**config.mk**
```make
export PLATFORM = sky130hd
export DESIGN_NAME = cpu_mc_control
export DESIGN_NICKNAME = d
export VERILOG_FILES = /design/src/rtl/cpu_mc_control.sv
export SDC_FILE = /design/constraint.sdc
export NUM_CORES = 1
export LEC_CHECK = 0
export ABC_AREA = 1
export CAP_MARGIN = 10
export CORE_ASPECT_RATIO = 0.8
export CORE_MARGIN = 8
export CORE_UTILIZATION = 28
export DETAILED_ROUTE_END_ITERATION = 6
export GPL_TIMING_DRIVEN = 0
export PLACE_DENSITY_LB_ADDON = 0.12
export SYNTH_ARGS = -nofsm -noshare
export SYNTH_HDL_FRONTEND = slang
export SYNTH_SLANG_ARGS = --single-unit
export TNS_END_PERCENT = 50
```
**constraint.sdc**
```tcl
create_clock -name clk -period 1.65 [get_ports clk]
set_clock_uncertainty 0.05 [all_clocks]
set_input_delay 0.33 -clock clk [delete_from_list [all_inputs] [get_ports clk]]
set_output_delay 0.33 -clock clk [all_outputs]
set_load 0.01 [all_outputs]
```
**src/rtl/cpu_mc_control.sv**
```systemverilog
// cpu_mc_control: multi-cycle LEGv8-subset control FSM with bounded memory waits
// and saturating cycle/instruction performance counters.
module cpu_mc_control #(
    parameter int MEM_TIMEOUT = 16,
    parameter int CNT_W       = 32
) (
    input  logic             clk,
    input  logic             rst_n,
    input  logic             start,
    input  logic [10:0]      inst31_21,
    input  logic             i_ready,
    input  logic             d_ready,
    input  logic             zero,
    output logic             i_req,
    output logic             ir_write,
    output logic             pc_write,
    output logic             pc_src,
    output logic             Reg2Loc,
    output logic             MemRead,
    output logic             MemWrite,
    output logic             MemtoReg,
    output logic [1:0]       ALUOp,
    output logic [1:0]       ALUSrc,
    output logic             RegWrite,
    output logic [2:0]       state,
    output logic             halted,
    output logic             illegal,
    output logic             timeout,
    output logic [CNT_W-1:0] cycle_count,
    output logic [CNT_W-1:0] instr_count
);
    typedef enum logic [2:0] {IDLE, FETCH, DECODE, EXEC, MEM, WB, HALT, ERROR} state_t;
    localparam logic [7:0] TMO = 8'(MEM_TIMEOUT);

    state_t           state_q, state_d;
    logic [10:0]      op_q, op_d;
    logic [7:0]       wait_q, wait_d;
    logic             halted_q, halted_d, illegal_q, illegal_d, timeout_q, timeout_d;
    logic [CNT_W-1:0] cyc_q, cyc_d, ins_q, ins_d;

    logic is_ldur, is_stur, is_rtype, is_addi, is_cbz, is_cbnz, is_b, is_halt, is_br, mem_op, legal;
    logic in_exec, in_mem, in_wb, waiting, expired;

    assign is_ldur  = op_q == 11'b11111000010;
    assign is_stur  = op_q == 11'b11111000000;
    assign is_rtype = op_q == 11'b10001011000 || op_q == 11'b11001011000 ||
                      op_q == 11'b10001010000 || op_q == 11'b10101010000;
    assign is_addi  = op_q[10:1] == 10'b1001000100;
    assign is_cbz   = op_q[10:3] == 8'b10110100;
    assign is_cbnz  = op_q[10:3] == 8'b10110101;
    assign is_b     = op_q[10:5] == 6'b000101;
    assign is_halt  = op_q == 11'b11111111111;
    assign is_br    = is_b || is_cbz || is_cbnz;
    assign mem_op   = is_ldur || is_stur;
    assign legal    = is_rtype || is_addi || mem_op || is_br || is_halt;

    assign in_exec = state_q == EXEC;
    assign in_mem  = state_q == MEM;
    assign in_wb   = state_q == WB;

    always_comb begin
        i_req    = state_q == FETCH;
        ir_write = i_req && i_ready;
        ALUOp    = !in_exec ? 2'b00 : (is_rtype || is_addi) ? 2'b10 : (is_cbz || is_cbnz) ? 2'b01 : 2'b00;
        ALUSrc   = ((in_exec || in_mem) && mem_op) ? 2'b01 : (in_exec && is_addi) ? 2'b10 : 2'b00;
        Reg2Loc  = (in_exec && (is_stur || is_cbz || is_cbnz)) || (in_mem && is_stur);
        MemRead  = in_mem && is_ldur;
        MemWrite = in_mem && is_stur;
        pc_write = (in_exec && is_br) || (MemWrite && d_ready) || in_wb;
        pc_src   = in_exec && (is_b || (is_cbz && zero) || (is_cbnz && !zero));
        RegWrite = in_wb;
        MemtoReg = in_wb && is_ldur;
    end

    // A request that is still unanswered after MEM_TIMEOUT wait cycles is fatal
    assign waiting = (i_req && !i_ready) || (in_mem && !d_ready);
    assign expired = waiting && wait_q == TMO;

    always_comb begin
        state_d = state_q;
        case (state_q)
            IDLE:   state_d = start ? FETCH : IDLE;
            FETCH:  state_d = i_ready ? DECODE : expired ? ERROR : FETCH;
            DECODE: state_d = !legal ? ERROR : is_halt ? HALT : EXEC;
            EXEC:   state_d = mem_op ? MEM : is_br ? FETCH : WB;
            MEM:    state_d = d_ready ? (is_ldur ? WB : FETCH) : expired ? ERROR : MEM;
            WB:     state_d = FETCH;
            HALT:   state_d = HALT;
            ERROR:  state_d = ERROR;
        endcase
        op_d      = ir_write ? inst31_21 : op_q;
        wait_d    = waiting ? wait_q + 8'd1 : 8'd0;
        halted_d  = halted_q || (state_q == DECODE && legal && is_halt);
        illegal_d = illegal_q || (state_q == DECODE && !legal);
        timeout_d = timeout_q || expired;
        cyc_d     = (state_q inside {FETCH, DECODE, EXEC, MEM, WB} && !(&cyc_q)) ? cyc_q + CNT_W'(1) : cyc_q;
        ins_d     = (pc_write && !(&ins_q)) ? ins_q + CNT_W'(1) : ins_q;
    end

    always_ff @(posedge clk or negedge rst_n) begin
        if (!rst_n) begin
            state_q   <= IDLE;
            op_q      <= '0;
            wait_q    <= '0;
            halted_q  <= 1'b0;
            illegal_q <= 1'b0;
            timeout_q <= 1'b0;
            cyc_q     <= '0;
            ins_q     <= '0;
        end else begin
            state_q   <= state_d;
            op_q      <= op_d;
            wait_q    <= wait_d;
            halted_q  <= halted_d;
            illegal_q <= illegal_d;
            timeout_q <= timeout_d;
            cyc_q     <= cyc_d;
            ins_q     <= ins_d;
        end
    end

    assign state       = state_q;
    assign halted      = halted_q;
    assign illegal     = illegal_q;
    assign timeout     = timeout_q;
    assign cycle_count = cyc_q;
    assign instr_count = ins_q;
endmodule

```
==> results of run 1 <==
per-layer routing:
layer | share of wire [%] | up-vias | track usage [%]
met5 | 0 | - | 0
met1 | 51 | 2981 | 24.5
li1 | - | 3230 | -
met3 | 6.6 | 14 | 3.60
met2 | 42 | 169 | 24.4
met4 | 0.90 | 0 | 2.96
placed cells by master (no fill, tap or decap), types with 3 or more instances in the layout:
cell type,netlist,layout
nand2_1,404,353
nor2_1,135,108
buf_4,3,73
dlygate4sd2_1,0,62
nand3_1,60,56
dfrtp_2,0,55
nand2_2,2,48
inv_1,55,46
dfrtp_1,89,34
nand3b_1,26,26
buf_6,5,21
o21ai_0,24,20
nor2_2,4,18
xnor2_1,18,18
nor2_4,2,15
clkdlybuf4s50_1,0,15
buf_8,0,12
nand4_1,11,11
xor2_1,10,10
buf_2,7,10
clkbuf_16,0,9
inv_2,3,8
buf_16,0,8
nor3_1,9,7
buf_12,0,6
nand2_4,1,5
nand3_4,0,5
a21oi_1,6,5
dlymetal6s2s_1,0,4
nor3_4,0,3
nand3_2,4,3
o21ai_1,1,3
clkinvlp_4,0,3
bufbuf_16,0,3
layout make-up:
class                   instances  share of cell area (%)
repair buffers                201                    22.2
plain buffers                  17                    2.35
inverters                      58                    2.68
clock inverters                 6                    1.00
multi-input cells             727                    40.3
flip-flops and latches         89                    25.2
well taps                     269                    3.70
clock buffers                  10                    2.52
stage by stage:
stage	instances	setup TNS, ns	setup WS (ns)
after global routing	1377	-24.68	-0.529
after detailed placement	1260	-30.83	-0.872
after floorplan	891	-0.911	-0.0339
after global placement	1259	-348.48	-3.93
final	1377	-16.19	-0.434
after CTS	1355	-16.20	-0.481
power groups by stage:
stage / clock, W / combinational (W) / sequential, W
after floorplan: 0 / 0.0000421 / 0.00226
after global placement: 0 / 0.000144 / 0.00226
after detailed placement: 0 / 0.000151 / 0.00226
after CTS: 0.00239 / 0.000200 / 0.00222
after global routing: 0.00248 / 0.000230 / 0.00222
final: 0.00228 / 0.000206 / 0.00222
worst max-delay path: stages, from the launching register on:
cell and delay, ns:
dfrtp_1 0.43, nor2_2 0.13, nand2_2 0.08, nor2_4 0.09
nand2_2 0.07, or2_4 0.26, nor3_4 0.14, buf_2 0.16
cell families (layout without fill, tap and decap cells):
logic type | count (synthesis) | after routing | share of synthesized area, %
AND/OR/NAND/NOR | 661 | 661 | 47.7
XOR/XNOR | 28 | 28 | 4.22
buffers and inverters | 75 | 292 | 5.84
adder cells (fa/ha/maj) | 4 | 4 | 0.862
AO/OA/AOI/OAI | 34 | 34 | 3.04
flip-flops | 89 | 89 | 38.4
synth_stat cells:
cell / count
nand2_1: 404
nor2_1: 135
dfrtp_1: 89
nand3_1: 60
inv_1: 55
nand3b_1: 26
o21ai_0: 24
xnor2_1: 18
nand4_1: 11
xor2_1: 10
nor3_1: 9
buf_2: 7
a21oi_1: 6
buf_6: 5
ha_1: 4
nand3_2: 4
nor2_2: 4
buf_4: 3
inv_2: 3
clkbuf_1: 2
nand2_2: 2
nor2_4: 2
nand2_4: 1
nor3_2: 1
nor3b_1: 1
o211ai_1: 1
o21ai_1: 1
o21bai_1: 1
o22ai_1: 1
or2_2: 1
sequential cells by signal, indices dropped and copies added, names as in the netlist:
name,cells
cycle_count,32
instr_count,32
op_q,11
wait_q,8
state,3
halted,1
illegal,1
timeout,1
repair_timing:
item,in CTS,in global routing
buffers inserted,68,23
endpoints found under the hold margin,36,0
pin swaps,46,22
hold buffers,1,0
cloned,10,0
gates resized for setup,317,48
endpoints found under the setup margin,163,101
worst paths after layout:
kind | start | to | slack (ns) | cells past startpoint
max | op_q[5]$_DFFE_PN0P_ | MemWrite | -0.43 | 7
max in group asynchronous | rst_n | op_q[8]$_DFFE_PN0P_ | 0.40 | 3
min in group asynchronous | rst_n | cycle_count[3]$_DFFE_PN0P_ | 0.46 | 2
min reg2reg | wait_q[7]$_DFF_PN0_ | wait_q[7]$_DFF_PN0_ | 0.40 | 1
max reg2reg | op_q[6]$_DFFE_PN0P_ | state[0]$_DFF_PN0_ | -0.33 | 16
min | wait_q[7]$_DFF_PN0_ | wait_q[7]$_DFF_PN0_ | 0.40 | 1
==> results.sh, run 1 <==
export IMPL_hold_viol=0
export IMPL_maximum_number_of_pins_on_one_net_before_global_route_repair=54
export IMPL_grt_setup_unrepaired="true"
export IMPL_hold_path_class="reg -> reg"
export IMPL_area_of_the_multi_input_gates_um2=3670
export IMPL_status="finished, violations left"
export IMPL_average_footprint_of_a_synthesized_cell_um2=6.52
export IMPL_via_density=4.64
export IMPL_total_core_area_um2=20500
export IMPL_synth_fp_nets=912
export IMPL_timing_max_slew_rel_slack_pct=63.9
export IMPL_area_delta_synth_final_pct=56.7
export IMPL_initial_core_util_pct=28.3
export IMPL_power_frac_seq_pct=47.2
export IMPL_critical_path_data_required_time_ns=1.27
export IMPL_path_type_of_the_worst_setup_path="reg -> out"
export IMPL_boundaryPins=100
export IMPL_clkTransAtPathRegs_ns=0.07
export IMPL_timing_final_max_slew_violations=0
export IMPL_wire_per_inst_um=15.3
export IMPL_synthDominantCellAreaShare_pct=38.4
export IMPL_drt_first_pass_iters=5
export IMPL_vdd_ir_drop_max_mv=0.423
export IMPL_comb_power_share_pct=4.4
export IMPL_synth_yosys_warnings=0
export IMPL_grt_util_all_layers_pct=16.6
export IMPL_globalRouteOverflowTotal=0
export IMPL_sequential_cell_area_um2=2300
export IMPL_drv_cap=0
export IMPL_placement_rows=47
export IMPL_p_clk_share_pct=48.5
export IMPL_route_antenna_remaining_nets=0
export IMPL_cts_max_path_buffers=2
export IMPL_power_leakage_nw=4.32
export IMPL_fin_crit_sh_pct=126
export IMPL_final_setup_viol_count=77
export IMPL_finalCriticalPeriod_ns=2.08
export IMPL_diodes=0
export IMPL_fin_nets=1124
export IMPL_worstMarginPinSlew_ns=0.541
export IMPL_grt_pass1_wl_mm=33.3
export IMPL_io_buffers=99
export IMPL_synth_sequential_area_ratio_pct=38.4
export IMPL_failed_checks="negative setup slack"
export IMPL_route_final_wire_length_mm=21.1
export IMPL_clock_latency_ns=0.34
export IMPL_floorplan_die_height_um=145
export IMPL_clk_root_buffer_cell="clkbuf_16"
export IMPL_switching_power_w=0.00108
export IMPL_power_per_cell_area_nw_per_um2=518
export IMPL_yosys_top_cells_area="dfrtp_1 (38%), nand2_1 (26%), nor2_1 (8.7%)"
export IMPL_netlist_cell_type_count=30
export IMPL_cp_arrival_ns=1.70
export IMPL_post_route_cells_drive_above_1_share_pct=29.1
export IMPL_ctsHtreeMaxLevel=3
export IMPL_p_sw_share_pct=23.0
export IMPL_placed_wire_length_estimate_after_detailed_placement_mm=14.9
export IMPL_drc=0
export IMPL_cts_tree="done"
export IMPL_clock_net_sink_count=89
export IMPL_power_internal_w=0.00363
export IMPL_tritoncts_buffer_count=9
export IMPL_final_critical_path_setup_slack_ns=-0.434
export IMPL_detailroute_via_count=6394
export IMPL_synth_largest_area_cell="dfrtp_1"
export IMPL_finish_instance_area_um2=9100
export IMPL_drt_iter0_drc=463
export IMPL_synth_seq_cells=89
export IMPL_design_power_total_w=0.00471
export IMPL_antenna_found_initial=0
export IMPL_number_of_global_route_vias_before_repair=5993
export IMPL_nFillCells=2126
export IMPL_dieWidth_um=177
export IMPL_syn_instance_count=891
export IMPL_netlist_area_um2=5810
export IMPL_placement_cell_area_um2=7210
export IMPL_hold_ws_ns=0.400
export IMPL_endpoint_kind="output pin"
export IMPL_startpoint_type_of_the_worst_setup_path="flop"
export IMPL_max_clock_freq_mhz=480
export IMPL_largest_fanout_of_any_net_on_the_critical_path=3
export IMPL_finalCoreUtilization_pct=44.3
export IMPL_fp_dieArea_um2=25600
export IMPL_finalWeightedCongestion=0.939
Note: power is estimated with default switching activity, not from simulation.
==> run 2: changes to the inputs <==
--- a/config.mk
+++ b/config.mk
@@ -10,6 +10,7 @@
 export CORE_ASPECT_RATIO = 0.8
 export CORE_MARGIN = 8
 export CORE_UTILIZATION = 28
+export CTS_CLUSTER_DIAMETER = 150
 export DETAILED_ROUTE_END_ITERATION = 6
 export GPL_TIMING_DRIVEN = 0
 export PLACE_DENSITY_LB_ADDON = 0.12
==> results of run 2 <==
No change in the layout: final DEF, timing and power equal those of run 1.
